### config.mk
export PLATFORM = sky130hd
export DESIGN_NAME = branch_predict_unit
export DESIGN_NICKNAME = d
export VERILOG_FILES = /design/src/rtl/branch_pkg.sv /design/src/rtl/branch_cmp.sv /design/src/rtl/branch_predict_unit.sv
export SDC_FILE = /design/constraint.sdc
export NUM_CORES = 1
export LEC_CHECK = 0
export CORE_AREA = 3 3 178 180
export DETAILED_ROUTE_END_ITERATION = 6
export DIE_AREA = 0 0 181 183
export PLACE_DENSITY = 0.8
export SETUP_SLACK_MARGIN = 0.2
export SLEW_MARGIN = 20
export SYNTH_ARGS = -nofsm -noshare
export SYNTH_HDL_FRONTEND = slang
export SYNTH_SLANG_ARGS = --single-unit
### constraint.sdc
create_clock -name clk -period 3.79 [get_ports clk]
set_input_delay 0.5685 -clock clk [delete_from_list [all_inputs] [get_ports clk]]
set_output_delay 0.5685 -clock clk [all_outputs]
set_load 0.01 [all_outputs]
### src/rtl/branch_pkg.sv
// Shared encodings and the PC-to-BHT index helper for the branch unit.
package branch_pkg;

   // RV conditional-branch funct3 encodings
   localparam logic [2:0] F3_BEQ  = 3'b000;
   localparam logic [2:0] F3_BNE  = 3'b001;
   localparam logic [2:0] F3_BLT  = 3'b100;
   localparam logic [2:0] F3_BGE  = 3'b101;
   localparam logic [2:0] F3_BLTU = 3'b110;
   localparam logic [2:0] F3_BGEU = 3'b111;

   // 2-bit saturating counter states
   localparam logic [1:0] SNT = 2'b00;
   localparam logic [1:0] WNT = 2'b01;
   localparam logic [1:0] WT  = 2'b10;
   localparam logic [1:0] ST  = 2'b11;

   localparam int PC_MAX_W = 64;

   // Word-aligned PC bits select the entry: pc[idx_w+1:2]
   function automatic int unsigned bht_idx(input logic [PC_MAX_W-1:0] pc, input int idx_w);
      int unsigned mask;
      mask = (32'd1 << idx_w) - 32'd1;
      return 32'(pc >> 2) & mask;
   endfunction

endpackage

### src/rtl/branch_cmp.sv
// Combinational evaluation of the six RV branch conditions.
module branch_cmp
   import branch_pkg::*;
#(
   parameter int XLEN = 64
) (
   input  logic [XLEN-1:0] rs1,
   input  logic [XLEN-1:0] rs2,
   input  logic [2:0]      funct3,
   output logic            cond,
   output logic            legal
);

   logic signed [XLEN-1:0] rs1_s;
   logic signed [XLEN-1:0] rs2_s;
   logic                   eq;
   logic                   lt_s;
   logic                   lt_u;

   assign rs1_s = rs1;
   assign rs2_s = rs2;
   assign eq    = (rs1 == rs2);
   assign lt_s  = (rs1_s < rs2_s);
   assign lt_u  = (rs1 < rs2);

   // Select the condition for funct3; reserved encodings are not branches
   always_comb begin
      cond  = 1'b0;
      legal = 1'b1;
      case (funct3)
         F3_BEQ:  cond = eq;
         F3_BNE:  cond = !eq;
         F3_BLT:  cond = lt_s;
         F3_BGE:  cond = !lt_s;
         F3_BLTU: cond = lt_u;
         F3_BGEU: cond = !lt_u;
         default: begin
            cond  = 1'b0;
            legal = 1'b0;
         end
      endcase
   end

endmodule

### src/rtl/branch_predict_unit.sv
// EX-stage branch resolution with a 2-bit saturating-counter BHT predictor.
module branch_predict_unit
   import branch_pkg::*;
#(
   parameter int XLEN        = 64,
   parameter int BHT_ENTRIES = 16,
   parameter int CNT_W       = 32
) (
   input  logic             clk,
   input  logic             reset,
   input  logic [XLEN-1:0]  fetch_pc,
   output logic             predict_taken,
   input  logic             ex_valid,
   input  logic             ex_branch,
   input  logic [2:0]       funct3,
   input  logic [XLEN-1:0]  rs1_data,
   input  logic [XLEN-1:0]  rs2_data,
   input  logic [XLEN-1:0]  ex_pc,
   input  logic [XLEN-1:0]  ex_target,
   input  logic             ex_pred_taken,
   output logic             switch_branch,
   output logic             mispredict,
   output logic [XLEN-1:0]  redirect_pc,
   output logic [CNT_W-1:0] branch_count,
   output logic [CNT_W-1:0] mispred_count
);

   localparam int IDX_W = $clog2(BHT_ENTRIES);

   // Flop array so every entry can be reinitialised in one reset cycle
   logic [1:0]       bht [BHT_ENTRIES];
   logic [IDX_W-1:0] fetch_idx;
   logic [IDX_W-1:0] ex_idx;
   logic             cond;
   logic             legal;
   logic             resolve;
   logic             wrong;
   logic             mispred_p1;
   logic [XLEN-1:0]  redirect_p1;
   logic [CNT_W-1:0] branch_cnt_p1;
   logic [CNT_W-1:0] mispred_cnt_p1;

   function automatic logic [CNT_W-1:0] cnt_sat_inc(input logic [CNT_W-1:0] c);
      return (&c) ? c : c + 1'b1;
   endfunction

   function automatic logic [1:0] bht_next(input logic [1:0] c, input logic taken);
      if (taken)
         return (c == ST) ? ST : c + 2'b01;
      else
         return (c == SNT) ? SNT : c - 2'b01;
   endfunction

   branch_cmp #(.XLEN(XLEN)) u_cmp (
      .rs1    (rs1_data),
      .rs2    (rs2_data),
      .funct3 (funct3),
      .cond   (cond),
      .legal  (legal)
   );

   assign fetch_idx     = IDX_W'(bht_idx(PC_MAX_W'(fetch_pc), IDX_W));
   assign ex_idx        = IDX_W'(bht_idx(PC_MAX_W'(ex_pc), IDX_W));
   // An instruction in EX while a redirect is signalled is wrong-path
   assign resolve       = ex_valid & ex_branch & legal & !mispred_p1;
   assign switch_branch = resolve & cond;
   assign wrong         = switch_branch != ex_pred_taken;
   // Combinational read sees the pre-update entry on a same-index write
   assign predict_taken = bht[fetch_idx][1];

   // ---- stage p1: registered resolution, BHT training and counters ----
   always_ff @(posedge clk) begin
      if (reset) begin
         mispred_p1     <= 1'b0;
         redirect_p1    <= '0;
         branch_cnt_p1  <= '0;
         mispred_cnt_p1 <= '0;
         for (int i = 0; i < BHT_ENTRIES; i++)
            bht[i] <= WNT;
      end else begin
         mispred_p1 <= resolve & wrong;
         if (resolve) begin
            redirect_p1   <= switch_branch ? ex_target : ex_pc + XLEN'(4);
            bht[ex_idx]   <= bht_next(bht[ex_idx], switch_branch);
            branch_cnt_p1 <= cnt_sat_inc(branch_cnt_p1);
            if (wrong)
               mispred_cnt_p1 <= cnt_sat_inc(mispred_cnt_p1);
         end
      end
   end

   assign mispredict    = mispred_p1;
   assign redirect_pc   = redirect_p1;
   assign branch_count  = branch_cnt_p1;
   assign mispred_count = mispred_cnt_p1;

endmodule

== After elaboration in Yosys (flattened, before gate mapping) ==
Memory sizes are Yosys's and may differ from the RTL's.
Index checks and enable logic that the tools add are counted.
Operators by class
  add/sub/neg operators: 5
  magnitude comparators: 2
  eq/ne operators: 8
  multiplexer cells: 16
  bitwise gates (word level): 7
  reduce and logical (&&, ||, !) cells: 12
Operators with widths (number)
  $lt A64 B64 Y1: 2
  $add A32 B1 Y32 const B: 2
  $add A64 B3 Y64 const B: 1
  $eq A64 B64 Y1: 1
  $mux W64: 1
  $reduce_and A32 Y1: 2
  $eq A3 B3 Y1 const B: 4
  $mux W2: 6
  $mux W1: 7
  $pmux W1 S6: 1
  $reduce_or A6 Y1: 1
  $and A1 B1 Y1: 5
  $logic_not A1 Y1: 4
  $mux W4: 1
  $eq A3 B1 Y1 const B: 1
  $logic_not A3 Y1: 1
  $reduce_and A3 Y1: 1
  $add A2 B1 Y2 const B: 1
  $eq A2 B2 Y1 const B: 1
  $logic_not A2 Y1: 1
  $not A1 Y1: 2
  $reduce_and A2 Y1: 1
  $reduce_or A2 Y1: 1
  $sub A2 B1 Y2 const B: 1
  $ne A1 B1 Y1: 1
Storage, ports and cells
  register bits: 129
  RAM bits: 32
  output and inout port bits: 131
  logic and storage cells: 55
  memories: 1
Memory list
  bht: words 16, bits a word 2, rd ports 2, clocked after memory_dff 0, wr ports 16, line branch_predict_unit.sv:31  | logic [1:0] bht [BHT_ENTRIES];

== Longest topological paths before layout ==
  word-level depth: 10
  depth in mapped cells: 12

== Hierarchy ==
A second synthesis with hierarchy kept.
Unflattened totals
  cells, all modules: 1274
  area, all modules: 10650.2 um^2
Modules (own cells, without submodules)
  branch_predict_unit: instances 1, cells an instance 1027, area an instance 8908.5 um^2, sequential area each 3543.4 um^2
  branch_cmp: instances 1, cells an instance 247, area an instance 1741.7 um^2, sequential area each 0.0 um^2

== Worst setup path before layout ==
Ideal clock, no wire load.
  kind: input port to output port
  start point: in rs2_data[59]
  end point: out switch_branch
  arrival: 3.145 ns
  setup slack: 0.077 ns
  stages: 11
  path buffers: 2
  path through: inv_1 ha_1 nand4_2 nor4_4 and4_4 mux2_4 a221o_2 nor3_4 buf_6 buf_4 nor2_1
Between the ends
  word-level cells in the longest chain between the ends: 4
  elaborated cells on any way between the ends: 8
  those cells by class: 2 x order compare; 1 x eq/ne; 1 x mux; 1 x bitwise; 3 x reduce/logical
RTL lines
  start, declared: line branch_predict_unit.sv:17  | input logic [XLEN-1:0] rs2_data,
  $lt A64 B64 Y1, or another cell as far along: line branch_cmp.sv:24  | assign lt_u = (rs1 < rs2);
  $logic_not A1 Y1, on equally long branches: line branch_cmp.sv:36, branch_cmp.sv:32, branch_cmp.sv:34
  $pmux W1 S6 *: line branch_cmp.sv:30  | case (funct3)
  $and A1 B1 Y1 *: line branch_predict_unit.sv:66  | assign switch_branch = resolve & cond;
  end, declared: line branch_predict_unit.sv:21  | output logic switch_branch,
Every way passes the cells marked *; elsewhere a longest branch is shown, timed or not.

== Final worst setup path ==
  start point: in rs1_data[56]
  end point: out switch_branch
Between the ends
  word-level cells in the longest chain between the ends: 4
  elaborated cells on any way between the ends: 8
  those cells by class: 2 x order compare; 1 x eq/ne; 1 x mux; 1 x bitwise; 3 x reduce/logical
RTL lines
  start, declared: line branch_predict_unit.sv:16  | input logic [XLEN-1:0] rs1_data,
  $lt A64 B64 Y1, or another cell as far along: line branch_cmp.sv:24
  $logic_not A1 Y1, on equally long branches: line branch_cmp.sv:36, branch_cmp.sv:32, branch_cmp.sv:34
  $pmux W1 S6 *: line branch_cmp.sv:30
  $and A1 B1 Y1 *: line branch_predict_unit.sv:66
Marked as above.

==> flow_metrics.env <==
export IMPL_crit_fanout=2
export IMPL_synth_top_flop_cell="dfxtp_1"
export IMPL_dr_pass1_iters=5
export IMPL_final_util_pct=58.4
export IMPL_cp_start_kind="primary input"
export IMPL_final_cells=2229
export IMPL_fin_nets=2215
export IMPL_finalClockSkew_ns=0.0124
export IMPL_powerDensity_nw_per_um2=276
export IMPL_num_fill_cells=2620
export IMPL_tritoncts="done"
export IMPL_worstMarginPinSlew_ns=0.935
export IMPL_ir_drop_mv=0.331
export IMPL_holdWs_ns=0.460
export IMPL_hold_viol_final=0
export IMPL_maxSlewViolCount=0
export IMPL_max_cap_violations=0
export IMPL_ys_ff_latch=161
export IMPL_numCtsBuffers=17
export IMPL_dpl_cell_count=2175
export IMPL_start_util_pct=38.3
export IMPL_synth_area_leaders="dfxtp_1 22%, edfxtp_1 8.3%, ha_1 7.5%, mux2i_1 5.8%, nor2_1 3.8%"
export IMPL_die_x_um=181
export IMPL_drtIter0Drc=722
export IMPL_synth_edf_count=32
export IMPL_clkTransAtPathRegs_ns=0.06
export IMPL_syn_nets=1748
export IMPL_htree_num_levels=4
export IMPL_relSlewSlack_pct=37.2
export IMPL_max_freq_ghz=0.278
export IMPL_ioPinCount=459
export IMPL_place_gp_congestion=0.917
export IMPL_dp_hpwl_um=33400
export IMPL_ys_warn_count=0
export IMPL_wl_per_cell_um=19.6
export IMPL_synth_top_area_share_pct=22.2
export IMPL_overflow=0
export IMPL_clock_sinks=161
export IMPL_grt_usage_pct=25.4
export IMPL_grt_max_degree=86
export IMPL_wirelength_um=43800
export IMPL_ctsHoldBuffers=0
export IMPL_placed_area_sq_um=16800
export IMPL_syn_to_final_growth_pct=52.2
export IMPL_crit_path_end_kind="output port"
export IMPL_clkLatencyLatePin_ns=0.45
export IMPL_drtAntennaViolNets=0
export IMPL_grt_pass1_wl_um=67500
export IMPL_hold_class="reg -> reg"
export IMPL_finalCritPeriodShare_pct=94.9
export IMPL_fp_dieH_um=183
export IMPL_status="completed"
export IMPL_grt_pass1_vias=12300
export IMPL_die_area_sq_um=33100
export IMPL_fin_crit_ns=3.60
export IMPL_synthCells=1350
export IMPL_yosysSeqAreaShare_pct=30.5
export IMPL_async_reset_ff_share_pct=0
export IMPL_clk_path_buf_depth=2
export IMPL_synth_largest_area_cell="dfxtp_1"
export IMPL_vias=12300
export IMPL_fp_row_count=64
export IMPL_rsz0062_at_grt="true"
export IMPL_power_leakage_nw=6.90
export IMPL_synthesis_area_sq_um=11600
export IMPL_worst_setup_path_type="in -> out"
export IMPL_worst_ep_required_time_ns=3.22
export IMPL_drive_above_1_share_pct=22.5
export IMPL_stdcell_area_sq_um=17700
export IMPL_most_common_layout_cells="268 x clkdlybuf4s50_1, 129 x dfxtp_1, 117 x nor2_1"
export IMPL_synth_distinct_cells=73
export IMPL_postSynthAreaPerCell_sq_um=8.62
export IMPL_cts_root_buf="clkbuf_16"
export IMPL_io_buffers=398
export IMPL_critPathArrivalTime_ns=3.03
export IMPL_drc_errors=0
export IMPL_core_area_sq_um=30300
export IMPL_final_common_cell="clkdlybuf4s50_1"
export IMPL_setup_viol=0
export IMPL_vias_per_cell=5.52
export IMPL_antenna_found_initial=6
==> stage by stage <==
| stage | setup TNS [ns] | worst slack [ns] | power [mW] |
|---|---|---|---|
| CTS | 0 | 0.200 | 4.89 |
| floorplan | 0 | 0.168 | 2.47 |
| finish | 0 | 0.195 | 4.89 |
| global placement | -61.06 | -0.676 | 3.12 |
| global route | 0 | 0.106 | 5.09 |
| detailed placement | -62.73 | -0.680 | 3.14 |
==> layout make-up <==
class	count	area, sq um	area share [%]
Clock buffer	18	450	2.54
Timing Repair Buffer	517	4560	25.7
Clock inverter	14	114	0.643
Antenna cell	3	7.51	0.0424
Inverter	99	409	2.31
Tap cell	396	495	2.80
Multi-Input combinational cell	1021	8130	45.9
Sequential cell	161	3540	20.0
==> sequential cells by signal, indices dropped and copies added, names as in the netlist <==
register	cells
branch_count	32
redirect_pc	64
mispred_count	32
mispredict	1
bht	32
==> synthesized netlist by cell type, types with 20 or more instances <==
library cell	n
xor2_1	38
dfxtp_1	129
clkbuf_1	49
nand2b_1	47
ha_1	70
nor2b_1	26
nor2_1	119
xnor2_1	49
nand4_1	63
edfxtp_1	32
o22ai_1	42
mux2_1	20
a21oi_1	47
inv_1	99
mux2i_1	68
nand3_1	57
nand2_1	95
nor3_1	25
o21ai_0	27
==> path summary, 6_finish.rpt <==
path / startpoint / to / slack, ns / depth (start not counted)
max: rs1_data[56] / switch_branch / 0.19 / 10
min: redirect_pc[48]$_SDFFE_PP0P_ / redirect_pc[48]$_SDFFE_PP0P_ / 0.46 / 2
max reg2reg: mispred_count[2]$_SDFFE_PP0P_ / mispred_count[16]$_SDFFE_PP0P_ / 0.61 / 9
min reg2reg: redirect_pc[48]$_SDFFE_PP0P_ / redirect_pc[48]$_SDFFE_PP0P_ / 0.46 / 2
==> kinds of logic after synthesis <==
logic type | after synthesis | share of synthesized area, %
and+or+nand+nor | 538 | 25.4
AOI/OAI and AO/OA | 213 | 12.5
buffers and inverters | 168 | 6.03
DFF | 161 | 30.5
muxes | 111 | 11.3
xor gates and xnor gates | 87 | 6.55
adders and majority gates | 72 | 7.72
==> layer usage <==
layer | GRT usage (%) | wire, um | vias to the layer above
met2 | 45.2 | 21800 | 503
met3 | 5.93 | 3050 | 87
li1 | - | - | 5855
met5 | 0 | 51 | -
met4 | 8.87 | 1470 | 6
met1 | 30.1 | 17400 | 5845
==> power breakdown <==
| part | internal [mW] | switching, mW | total, mW |
|---|---|---|---|
| Clock | 0.897 | 0.807 | 1.70 |
| Sequential | 1.80 | 0.0310 | 1.83 |
| Combinational | 0.707 | 0.650 | 1.36 |
==> critical path, stage by stage <==
cell and delay [ns]:
clkdlybuf4s15_1 0.23, ha_4 0.30, nand4_4 0.12, nor4_4 0.31
and4_4 0.29, mux2_4 0.30, a221o_2 0.39, nor3_4 0.29
nor2_4 0.09, buf_6 0.14
==> timing repair <==
| item | 4_1_cts | 5_1_grt |
|---|---|---|
| setup endpoints to repair | 122 | 102 |
| resized for setup | 339 | 108 |
| pin swaps | 47 | 49 |
| cloned | 0 | 1 |
| buffers inserted | 11 | 7 |
(Power assumes the default switching activity.)
